**src/rtl/serial_adder_if.sv**
```systemverilog
// Operand/result bus between the controller and serial_adder: START/BUSY/DONE handshake
// plus operands in and registered result flags out.
interface serial_adder_if #(
    parameter int WIDTH = 16
);
    logic             start;
    logic [WIDTH-1:0] a;
    logic [WIDTH-1:0] b;
    logic             ci;
    logic             sub;
    logic [WIDTH-1:0] y;
    logic             c;
    logic             v;
    logic             busy;
    logic             done;

    modport master (output start, a, b, ci, sub, input  y, c, v, busy, done);
    modport slave  (input  start, a, b, ci, sub, output y, c, v, busy, done);
endinterface

```
**src/rtl/serial_adder.sv**
```systemverilog
// Multi-cycle add/subtract: WIDTH-bit operands folded through a CHUNK-bit ripple slice per clock.
// Optional ADDER_SAT_EN clamps Y to the signed limit on overflow (C/V stay raw).
module serial_adder #(
    parameter int WIDTH = 16,
    parameter int CHUNK = 4
) (
    input  logic          clk,
    input  logic          rst,
    serial_adder_if.slave bus
);
    localparam int N    = WIDTH / CHUNK;
    localparam int IDXW = (N > 1) ? $clog2(N) : 1;

    typedef enum logic [1:0] {IDLE, RUN, DONE_S} state_t;

    state_t           state;
    logic [WIDTH-1:0] a_sh, b_sh, sum_sh;
    logic             carry;
    logic [IDXW-1:0]  idx;
    logic [WIDTH-1:0] y_q;
    logic             c_q, v_q, busy_q, done_q;

    logic [CHUNK-1:0] a_ch, b_ch;
    logic [CHUNK:0]   add;
    logic             cmsb, v_nxt;
    logic [WIDTH-1:0] res, y_nxt;

    always_comb begin
        a_ch  = a_sh[idx*CHUNK +: CHUNK];
        b_ch  = b_sh[idx*CHUNK +: CHUNK];
        add   = {1'b0, a_ch} + {1'b0, b_ch} + {{CHUNK{1'b0}}, carry};
        // Carry into the slice MSB recovered from its sum bit; only used on the last chunk.
        cmsb  = add[CHUNK-1] ^ a_ch[CHUNK-1] ^ b_ch[CHUNK-1];
        v_nxt = add[CHUNK] ^ cmsb;
        res   = sum_sh;
        res[idx*CHUNK +: CHUNK] = add[CHUNK-1:0];
        y_nxt = res;
`ifdef ADDER_SAT_EN
        if (v_nxt)
            y_nxt = a_sh[WIDTH-1] ? {1'b1, {(WIDTH-1){1'b0}}} : {1'b0, {(WIDTH-1){1'b1}}};
`endif
    end

    always_ff @(posedge clk or posedge rst) begin
        if (rst) begin
            state  <= IDLE;
            a_sh   <= '0;
            b_sh   <= '0;
            sum_sh <= '0;
            carry  <= 1'b0;
            idx    <= '0;
            y_q    <= '0;
            c_q    <= 1'b0;
            v_q    <= 1'b0;
            busy_q <= 1'b0;
            done_q <= 1'b0;
        end else begin
            case (state)
                IDLE: begin
                    done_q <= 1'b0;
                    if (bus.start) begin
                        a_sh   <= bus.a;
                        b_sh   <= bus.sub ? ~bus.b : bus.b;
                        carry  <= bus.ci;
                        sum_sh <= '0;
                        idx    <= '0;
                        busy_q <= 1'b1;
                        state  <= RUN;
                    end
                end
                RUN: begin
                    sum_sh <= res;
                    carry  <= add[CHUNK];
                    idx    <= idx + 1'b1;
                    if (idx == IDXW'(N-1)) begin
                        idx    <= '0;
                        y_q    <= y_nxt;
                        c_q    <= add[CHUNK];
                        v_q    <= v_nxt;
                        done_q <= 1'b1;
                        state  <= DONE_S;
                    end
                end
                DONE_S: begin
                    done_q <= 1'b0;
                    busy_q <= 1'b0;
                    state  <= IDLE;
                end
                default: state <= IDLE;
            endcase
        end
    end

    assign bus.y    = y_q;
    assign bus.c    = c_q;
    assign bus.v    = v_q;
    assign bus.busy = busy_q;
    assign bus.done = done_q;
endmodule
```
**src/flat_wrapper.sv**
```systemverilog
// flat-port wrapper written by rule: the top's interface ports become plain ports
module serial_adder_flat 
#(
    parameter int WIDTH = 16,
    parameter int CHUNK = 4
)
  (clk, rst, bus_start, bus_a, bus_b, bus_ci, bus_sub, bus_y, bus_c, bus_v, bus_busy, bus_done);
  serial_adder_if #(.WIDTH(WIDTH)) bus_i ();
  input  logic clk;
  input  logic rst;
  input wire logic [$bits(bus_i.start)-1:0] bus_start;
  input wire logic [$bits(bus_i.a)-1:0] bus_a;
  input wire logic [$bits(bus_i.b)-1:0] bus_b;
  input wire logic [$bits(bus_i.ci)-1:0] bus_ci;
  input wire logic [$bits(bus_i.sub)-1:0] bus_sub;
  output wire logic [$bits(bus_i.y)-1:0] bus_y;
  output wire logic [$bits(bus_i.c)-1:0] bus_c;
  output wire logic [$bits(bus_i.v)-1:0] bus_v;
  output wire logic [$bits(bus_i.busy)-1:0] bus_busy;
  output wire logic [$bits(bus_i.done)-1:0] bus_done;
  assign bus_i.start = bus_start;
  assign bus_i.a = bus_a;
  assign bus_i.b = bus_b;
  assign bus_i.ci = bus_ci;
  assign bus_i.sub = bus_sub;
  assign bus_y = bus_i.y;
  assign bus_c = bus_i.c;
  assign bus_v = bus_i.v;
  assign bus_busy = bus_i.busy;
  assign bus_done = bus_i.done;
  serial_adder #(.WIDTH(WIDTH), .CHUNK(CHUNK)) u_core (.clk(clk), .rst(rst), .bus(bus_i));
endmodule
```
**config.mk**
```make
export PLATFORM = sky130hd
export DESIGN_NAME = serial_adder_flat
export DESIGN_NICKNAME = d
export VERILOG_FILES = /design/src/rtl/serial_adder_if.sv /design/src/rtl/serial_adder.sv /design/src/flat_wrapper.sv
export SDC_FILE = /design/constraint.sdc
export NUM_CORES = 1
export LEC_CHECK = 0
export ABC_AREA = 1
export BUFFER_PORTS_ARGS = -buffer_cell sky130_fd_sc_hd__buf_2
export CORE_MARGIN = 4
export CORE_UTILIZATION = 60
export CTS_BUF_LIST = sky130_fd_sc_hd__clkbuf_8 sky130_fd_sc_hd__clkbuf_16
export CTS_CLUSTER_DIAMETER = 150
export DETAILED_ROUTE_END_ITERATION = 8
export PLACE_DENSITY_LB_ADDON = 0.3
export SLEW_MARGIN = 10
export SYNTH_ARGS = -nofsm -noshare
export SYNTH_HDL_FRONTEND = slang
export SYNTH_SLANG_ARGS = --single-unit
export TNS_END_PERCENT = 5
```
**constraint.sdc**
```tcl
create_clock -name clk -period 4.9 [get_ports clk]
set_input_delay 0.245 -clock clk [delete_from_list [all_inputs] [get_ports clk]]
set_output_delay 0.245 -clock clk [all_outputs]
set_load 0.1 [all_outputs]
```
==> flow_summary.toml, run 1 <==
[setup_path]
crit_path_max_fanout = 26
arrival_ns = 3.60
end_kind = "register"
timing.rr.start = "u_core.idx[0]"
r2r-end = "u_core.sum_sh[6]"
r2r_slack_ns = 1.54
critPathRequiredTime_ns = 5.13
r2r.worst_path.cells = 11
cp-start-kind = "register"
critPathKind = "register to register"

[detailed_routing]
drtIter0Drc = 198
routed_wirelength_um = 7817
drc = 0
ant_nets = 0
viasPerCell = 5.279
vias = 2972
wl_per_cell_um = 13.88
dr.pass1.iters = 4

[place]
dpl.cell_count = 550
io_buffers = 56
dp_hpwl_um = 5534
place_area_mm2 = 0.003901
gp_congestion = 0.8764
pre_cts_slack_ns = 1.614

[hold_path]
whs_path_depth = 3
worstHoldPathType = "input port to register"
hp-start = "bus_a[11]"
min_to = "u_core.a_sh[11]"

[synthesis]
synthDominantCellAreaShare_pct = 50.45
async_flop_share_pct = 100.0
synth_cells = 435
yosysMostFrequentCell = "nand2_1"
synth_cell_type_count = 26
synth_commonest_cells = "nand2_1 (169), dfrtp_1 (73), o21ai_0 (42), inv_1 (27), xnor2_1 (17)"
ys_ff_latch = 73
ys.flop_type = "dfrtp_1"
synth_fp_nets = 483
syn_area_per_cell_um2 = 8.324
ys_warn_count = 0
synth_edf_count = 0
syn_area_mm2 = 0.003621
yosysSeqAreaShare_pct = 50.45
yosys.area.top_type = "dfrtp_1"
synth_area_leaders = "dfrtp_1 (50%), nand2_1 (18%), o21ai_0 (5.8%), xnor2_1 (4.1%), ha_1 (3.1%)"

[finish]
syn2layout_area_growth_pct = 12.40
fin_area_mm2 = 0.004070
final_cells = 563
num_antenna_cells = 0
final_layout_size_suffix_gt1_share_pct = 17.42
nNetsFinal = 534

[cts]
ctsHoldBuffers = 0
post_cts_buffers = 0
cts_tree = "done"
ctsResizeCount = 0
clock_sinks = 73
htree_num_levels = 3
insertion_delay_ns = 0.35
numCtsBuffers = 9
clk_path_buf_depth = 2
clockRootBuffer = "clkbuf_8"
path_clk_slew_ns = 0.07

[floorplan]
initial_core_util_pct = 61.52
ios = 57
core_area_mm2 = 0.005886
die_h_um = 85.69
num_rows = 28
die-width_um = 85.69
dieArea_mm2 = 0.007342

[global_routing]
antenna_found_initial = 0
grt_busiest_layer = "met2"
grt_pass1_wl_um = 13760
grt-ovfl-total = 0
grtUsageMet3_pct = 5.187
grtUsageMet2_pct = 41.03
grt_pass1_vias = 3002
grtUsageTotal_pct = 23.80
grt_max_degree = 74
grt_use_met1_pct = 29.50

[timing]
setup_viol = 0
fin_ws_ns = 1.540
rsz0062_at_grt = "no"
tightest_slew_ns = 0.8955
max_freq_mhz = 297.6
final_hold_viol_count = 0
setup_tns_ns = 0
clock_skew_ns = 0.005770
timing.slew.headroom_pct = 40.30
finalCriticalPeriod_ns = 3.360
fin_crit_sh_pct = 68.58
slew_violations = 0

[status]
status = "finished clean"

[run]
drv_cap = 0
==> registers in the layout, summed over array words and instances (netlist names) <==
| signal | cells |
|---|---|
| u_core.bus.v | 1 |
| u_core.b_sh | 16 |
| u_core.bus.y | 16 |
| u_core.carry | 1 |
| u_core.sum_sh | 16 |
| u_core.idx | 2 |
| u_core.bus.c | 1 |
| u_core.bus.done | 1 |
| u_core.state | 2 |
| u_core.a_sh | 16 |
| u_core.bus.busy | 1 |
==> cell usage in the layout, fill, tap and decap left out <==
master and instances:
clkinv_1 1, dfrtp_1 73, buf_2 56, nand4_1 3
o31ai_1 1, fa_1 2, o21ai_0 42, nand2_1 169
o21ai_2 1, o22ai_1 14, o211ai_1 1, inv_2 6
nor2_1 16, xnor2_1 17, nand2_2 2, ha_1 9
a22oi_1 4, nand3_1 15, nor2_4 2, buf_4 2
a21oi_1 3, nand3_2 4, clkbuf_8 12, o21ai_1 6
inv_1 27
==> critical path, stage by stage, from the launching register on <==
cell and delay (ns):
dfrtp_1 0.86, inv_2 0.36, o21ai_0 0.28, o22ai_1 0.13, fa_1 0.45, fa_1 0.42, xnor2_1 0.30, nor2_1 0.09
nand3_1 0.07, o21ai_0 0.12, nand2_1 0.07, o21ai_0 0.07
==> area by class of cell <==
class / instances / area, um2
Tap cell: 75 / 93.84
Clock buffer: 12 / 165.2
Inverter: 33 / 123.9
Multi-Input combinational cell: 311 / 1562
Sequential cell: 73 / 1827
Timing Repair Buffer: 58 / 295.3
Clock inverter: 1 / 3.754
Fill cell: 509 / 1815
==> layer usage <==
layer / part of all wire [%] / vias to the layer above / wire length [um]
met2: 51 / 83 / 3996
met4: 2.2 / 0 / 171
li1: - / 1488 / -
met1: 42 / 1380 / 3281
met5: 0 / - / 0
met3: 4.7 / 21 / 368
==> cells by family after synthesis <==
logic type / after synthesis / share of synthesized area (%)
XOR/XNOR: 17 / 4.112
buffers and inverters: 51 / 6.427
AO/OA/AOI/OAI: 72 / 10.95
AND/OR/NAND/NOR: 211 / 23.84
flip-flops: 73 / 50.45
adder cells (fa/ha/maj): 11 / 4.216
==> worst max-delay path by stage <==
stage | start | endpoint | slack [ns] | cells past startpoint
after floorplan | u_core.idx[0] | u_core.sum_sh[14] | 2.39 | 13
after global placement | u_core.idx[0] | u_core.sum_sh[14] | 1.76 | 11
after detailed placement | u_core.idx[0] | u_core.sum_sh[6] | 1.61 | 11
after CTS | u_core.idx[0] | u_core.sum_sh[6] | 1.59 | 11
after global routing | u_core.idx[0] | u_core.sum_sh[14] | 1.27 | 11
final | u_core.idx[0] | u_core.sum_sh[6] | 1.54 | 11
==> through the flow <==
stage	util, %	hold WS (ns)
6_report	69.15	0.08310
4_1_cts	69.15	0.07555
2_1_floorplan	-	0.3546
3_5_place_dp	66.28	0.4410
3_3_place_gp	66.28	0.4371
5_1_grt	69.15	0.09148
Power of run 1 is not shown: default switching activity piles up to over one toggle a cycle in this logic, so the estimate is an artifact.
==> inputs of run 2 (changes only) <==
--- a/config.mk
+++ b/config.mk
@@ -8,7 +8,7 @@
 export ABC_AREA = 1
 export BUFFER_PORTS_ARGS = -buffer_cell sky130_fd_sc_hd__buf_2
 export CORE_MARGIN = 4
-export CORE_UTILIZATION = 60
+export CORE_UTILIZATION = 51
 export CTS_BUF_LIST = sky130_fd_sc_hd__clkbuf_8 sky130_fd_sc_hd__clkbuf_16
 export CTS_CLUSTER_DIAMETER = 150
 export DETAILED_ROUTE_END_ITERATION = 8
==> constraint.sdc (replaced) <==
create_clock -name clk -period 2.7 [get_ports clk]
set_input_delay 0.135 -clock clk [delete_from_list [all_inputs] [get_ports clk]]
set_output_delay 0.135 -clock clk [all_outputs]
set_load 0.1 [all_outputs]
==> run 2 against run 1 <==
Core utilization shrank 5.8 points; clock skew rose by 0.0055 ns; hold slack worse by 0.050 ns; first-iteration DRC count down 2.5%; count of clock-buffer cells in the layout decreased by 1; final area up 6.4%; fmax is 35% higher; register-to-register slack worse by 1.3 ns; via count grew 3.7%; sequential cell count unchanged.
==> flow_summary.toml, run 2 (synthesized netlist as in run 1, its figures left out) <==
[cts]
clock_sinks = 73
clockRootBuffer = "clkbuf_8"
insertion_delay_ns = 0.35
numCtsBuffers = 9
path_clk_slew_ns = 0.08
post_cts_buffers = 0
clk_path_buf_depth = 2
htree_num_levels = 3
cts_tree = "done"

[floorplan]
die-width_um = 92.26
core_area_mm2 = 0.006832
die_h_um = 92.26
initial_core_util_pct = 53.00
dieArea_mm2 = 0.008512
num_rows = 30
ios = 57

[power_and_ir_drop]
power_density_mw_per_mm2 = 1420
ir_drop_uv = 641.7
total_leakage_power_nw = 2.231

[setup_path]
arrival_ns = 2.73
cp-start-kind = "register"
crit_path_max_fanout = 8
r2r_slack_ns = 0.21
critPathRequiredTime_ns = 2.94
timing.rr.start = "u_core.idx[1]"
critPathKind = "register to register"
end_kind = "register"
r2r.worst_path.cells = 11
r2r-end = "u_core.sum_sh[6]"

[detailed_routing]
drtIter0Drc = 193
viasPerCell = 5.054
wl_per_cell_um = 13.63
ant_nets = 0
drc = 0
vias = 3083
routed_wirelength_um = 8317
dr.pass1.iters = 6

[timing]
finalCriticalPeriod_ns = 2.487
tightest_slew_ns = 0.8842
clock_skew_ns = 0.01122
slew_violations = 0
fin_crit_sh_pct = 92.11
max_freq_mhz = 402.1
final_hold_viol_count = 0
timing.slew.headroom_pct = 41.05
whs_ns = 0.03264
setup_viol = 0

[finish]
final_layout_size_suffix_gt1_share_pct = 19.07
final_cell_mix = "nand2_1 (169), dfrtp_1 (72), buf_2 (56)"
nNetsFinal = 557
syn2layout_area_growth_pct = 19.59
num_antenna_cells = 0
final_cells = 610
final_util_pct = 63.39
layout_commonest_cell = "nand2_1"

[place]
dpl.cell_count = 578
gp_congestion = 0.8758
dp_hpwl_um = 5777
io_buffers = 56

[hold_path]
worstHoldPathType = "input port to register"
min_to = "u_core.carry"
hp-start = "bus_ci"
whs_path_depth = 3

[global_routing]
grt_pass1_vias = 3027
grtUsageTotal_pct = 20.83
grt_max_degree = 74
grt-ovfl-total = 0
antenna_found_initial = 0
grt_pass1_wl_um = 13970

[run]
drv_cap = 0

[status]
status = "finished clean"
-- run 2: cell count changes in the layout (fill, tap and decap cells not counted) --
cell,change
dfrtp_1,-1
clkinvlp_4,+2
xnor2_2,+1
buf_4,+7
dlygate4sd3_1,+16
clkbuf_8,-1
dfrtp_2,+1
xnor2_1,-1
clkinv_2,+3
inv_1,-1
-- run 2: worst max-delay path: stages (launching register included) --
cell and delay (ns):
dfrtp_1 0.48, inv_1 0.14, o21ai_0 0.11, o22ai_1 0.12
fa_1 0.44, fa_1 0.45, xnor2_2 0.23, nor2_1 0.09
nand3_1 0.07, o21ai_0 0.11, nand2_1 0.07, o21ai_0 0.07
-- run 2: power by group --
group | switching (mW) | internal [mW] | leakage [nW]
Sequential | 0.284 | 1.55 | 0.947
Clock | 0.408 | 0.378 | 0.0911
Combinational | 2.49 | 1.04 | 1.19
-- run 2: repair_timing --
action	4_1_cts	5_1_grt
gates resized for setup	0	2
endpoints found under the hold margin	16	0
hold buffers	16	0
endpoints found under the setup margin	0	6
-- run 2: through the flow --
stage          setup TNS [ns]  instance area [um2]  worst slack (ns)  power (mW)
6_report                    0                 4330            0.2130       6.148
5_1_grt              -0.01424                 4330          -0.01424       6.632
4_1_cts                     0                 4322            0.1053       6.095
3_5_place_dp                0                 3980            0.1076       5.285
3_3_place_gp                0                 3980            0.2324       5.183
2_1_floorplan               0                 3621            0.1894       4.487
-- run 2: how the worst max path moves through the flow --
| stage | from | endpoint | slack, ns | cells after the start |
|---|---|---|---|---|
| final | u_core.idx[1] | u_core.sum_sh[6] | 0.21 | 11 |
| after CTS | u_core.idx[0] | u_core.sum_sh[6] | 0.11 | 11 |
| after detailed placement | u_core.idx[0] | u_core.sum_sh[6] | 0.11 | 11 |
| after global placement | u_core.idx[0] | u_core.sum_sh[6] | 0.23 | 11 |
| after floorplan | u_core.idx[0] | u_core.sum_sh[14] | 0.19 | 13 |
| after global routing | u_core.idx[1] | u_core.bus.v | -0.01 | 13 |
-- run 2: area by class of cell --
cell class / instances / area (um2)
Sequential cell: 73 / 1828
Inverter: 33 / 123.9
Multi-Input combinational cell: 311 / 1569
Fill cell: 614 / 2501
Tap cell: 96 / 120.1
Clock buffer: 11 / 151.4
Clock inverter: 5 / 30.03
Timing Repair Buffer: 81 / 508.0
-- run 2: metal layers --
layer | routed length (um) | up-vias | share of wire, % | global-route usage [%]
met5 | 0 | - | 0 | 0
met2 | 4093 | 77 | 49 | 34.37
met1 | 3663 | 1443 | 44 | 26.44
met3 | 332 | 19 | 4.0 | 3.527
li1 | - | 1544 | - | -
met4 | 228 | 0 | 2.7 | 10.40
Note: power is estimated with default switching activity, not from simulation.
==> inputs of run 3 (changes only) <==
--- a/config.mk
+++ b/config.mk
@@ -5,7 +5,7 @@
 export SDC_FILE = /design/constraint.sdc
 export NUM_CORES = 1
 export LEC_CHECK = 0
-export ABC_AREA = 1
+export ABC_AREA = 0
 export BUFFER_PORTS_ARGS = -buffer_cell sky130_fd_sc_hd__buf_2
 export CORE_MARGIN = 4
 export CORE_UTILIZATION = 51
==> run 3 against run 2 <==
Hold slack got worse by 0.019 ns; synthesized cell count decreased by 31%; critical path depth decreased by 3; fmax decreased by 4.1%; worst setup slack got worse by 0.11 ns; via count decreased by 23%; synthesized area decreased by 4.6%; global-route usage decreased by 2.8 points; die area decreased by 4.2%; register-to-register slack got worse by 0.11 ns; final cell count decreased by 27%; highest routed layer unchanged.
==> flow_summary.toml, run 3 <==
[status]
status = "finished clean"

[synthesis]
yosys.area.top_type = "dfrtp_1"
synth_fp_nets = 348
synth_commonest_cells = "dfrtp_1 (73), a21oi_1 (36), nand2_1 (25), o21ai_1 (21), xnor2_1 (19)"
syn_area_per_cell_um2 = 11.52
synthDominantCellAreaShare_pct = 52.86
syn_area_mm2 = 0.003456
async_flop_share_pct = 100.0
synth_xor_area_share_pct = 5.322
synth_cell_type_count = 35
synth_area_leaders = "dfrtp_1 (53%), a21oi_1 (5.2%), mux4_2 (5.2%), xnor2_1 (4.8%), ha_1 (3.3%)"
ys_warn_count = 0
synth-simple-area-share_pct = 10.14
synth_edf_count = 0
muxShareOfSynthArea_pct = 10.43
yosysMostFrequentCell = "dfrtp_1"
yosysSeqAreaShare_pct = 52.86
synth-compound-area-share_pct = 14.01
ys.flop_type = "dfrtp_1"
ys_ff_latch = 73
synth_top_family_by_area = "compound AO/OA/AOI/OAI gates"
synthAdderAreaFrac_pct = 4.417
synth_cells = 300

[detailed_routing]
dr.pass1.iters = 4
drtIter0Drc = 137
met2WireLength_um = 3399
dr.max_layer_used = "met4"
vias = 2386
routed_wirelength_um = 6856
dr_wl_met3_um = 318
ant_nets = 0
m1WireLength_um = 3026
drc = 0
viasPerCell = 5.362
wl_per_cell_um = 15.41

[timing]
finalCriticalPeriod_ns = 2.593
setup_tns_ns = 0
clock_skew_ns = 0.005974
tightest_slew_ns = 0.5253
fin_crit_sh_pct = 96.03
setup_viol = 0
final_hold_viol_count = 0
slew_violations = 0
whs_ns = 0.01358
max_freq_mhz = 385.7
timing.slew.headroom_pct = 64.85
rsz0062_at_grt = "no"

[global_routing]
grt_pass1_wl_um = 11640
grt-ovfl-total = 0
antenna_found_initial = 0
grtUsageTotal_pct = 18.05
grt_max_degree = 74
grt_pass1_vias = 2424

[setup_path]
crit_path_max_fanout = 5
timing.rr.start = "u_core.idx[0]"
r2r.worst_path.cells = 8
arrival_ns = 2.81
end_kind = "register"
r2r-end = "u_core.bus.v"
critPathRequiredTime_ns = 2.92
critPathSlowestCell = "mux4_2"
max_stage_delay_ns = 0.54
cp-start-kind = "register"
cp_cell_sequence = "mux4_2 -> fa_2 -> fa_2 -> a21o_1 -> a21oi_2 -> xnor2_1 -> xnor2_1 -> o21ai_1"
crit_family = "adder cells"
cp.depth = 8
critPathCapture = "u_core.bus.v"
r2r_slack_ns = 0.11
path_buf_inv = 0
cp-startpoint = "u_core.idx[0]"
critPathKind = "register to register"

[cts]
numCtsBuffers = 9
clockRootBuffer = "clkbuf_8"
insertion_delay_ns = 0.34
clk_path_buf_depth = 2
htree_num_levels = 3
clock_sinks = 73
cts_tree = "done"
path_clk_slew_ns = 0.07

[finish]
syn2layout_area_growth_pct = 18.10
final_cell_mix = "dfrtp_1 (72), buf_2 (56), a21oi_1 (35)"
layout_commonest_cell = "dfrtp_1"
final_layout_size_suffix_gt1_share_pct = 29.08
num_antenna_cells = 0
nNetsFinal = 412

[floorplan]
core_area_mm2 = 0.006459
num_rows = 29
die-width_um = 90.32
die_h_um = 90.32
initial_core_util_pct = 53.51
ios = 57
dieArea_mm2 = 0.008157

[place]
dp_hpwl_um = 4896
io_buffers = 56
gp_congestion = 0.8346

[hold_path]
worstHoldPathType = "input port to register"

[run]
drv_cap = 0
run 3: area by class of cell:
type                       count  area [um2]
fill                         519        2377
sequential                    73        1828
multi-input combinational    204        1549
timing repair buffer          70       405.4
clock buffer                  12       165.2
tap                           77       96.34
inverter                       6       22.52
clock inverter                 3       15.01
run 3: cell families after synthesis:
family,count (synthesis)
AO/OA/AOI/OAI,80
AND/OR/NAND/NOR,68
adder cells (fa/ha/maj),11
multiplexers,24
flip-flops,73
buffers and inverters,23
XOR/XNOR,21
run 3: metal layers:
| layer | track usage (%) | vias up |
|---|---|---|
| li1 | - | 1178 |
| met1 | 22.71 | 1134 |
| met4 | 7.143 | 0 |
| met3 | 4.333 | 13 |
| met2 | 30.12 | 61 |
| met5 | 0 | - |
run 3: worst min-delay path by stage:
| stage | endpoint | startpoint | slack [ns] | cells after the start |
|---|---|---|---|---|
| global placement | u_core.bus.done | rst | 0.25 | 3 |
| finish | u_core.a_sh[5] | bus_a[5] | 0.01 | 2 |
| floorplan | u_core.carry | bus_ci | 0.26 | 2 |
| detailed placement | u_core.bus.y[11] | rst | 0.25 | 3 |
| CTS | u_core.a_sh[1] | bus_a[1] | 0.002 | 2 |
| global route | u_core.a_sh[4] | bus_a[4] | 0.008 | 2 |
run 3: timing repair:
action,CTS,global route
endpoints found under the hold margin,74,1
buffers inserted,0,0
hold buffers,2,1
resized for setup,0,1
endpoints found under the setup margin,0,2
run 3: per-stage QoR:
step,instance area [um2],std cells,util (%),worst slack (ns)
6_report,4081,445,63.19,0.1073
5_1_grt,4081,445,63.19,0.02801
4_1_cts,4069,444,63.00,0.06547
3_5_place_dp,3869,427,59.90,0.07674
3_3_place_gp,3869,427,59.90,0.1551
2_1_floorplan,3470,300,-,0.04550
Power of run 3 is left out for the same reason.
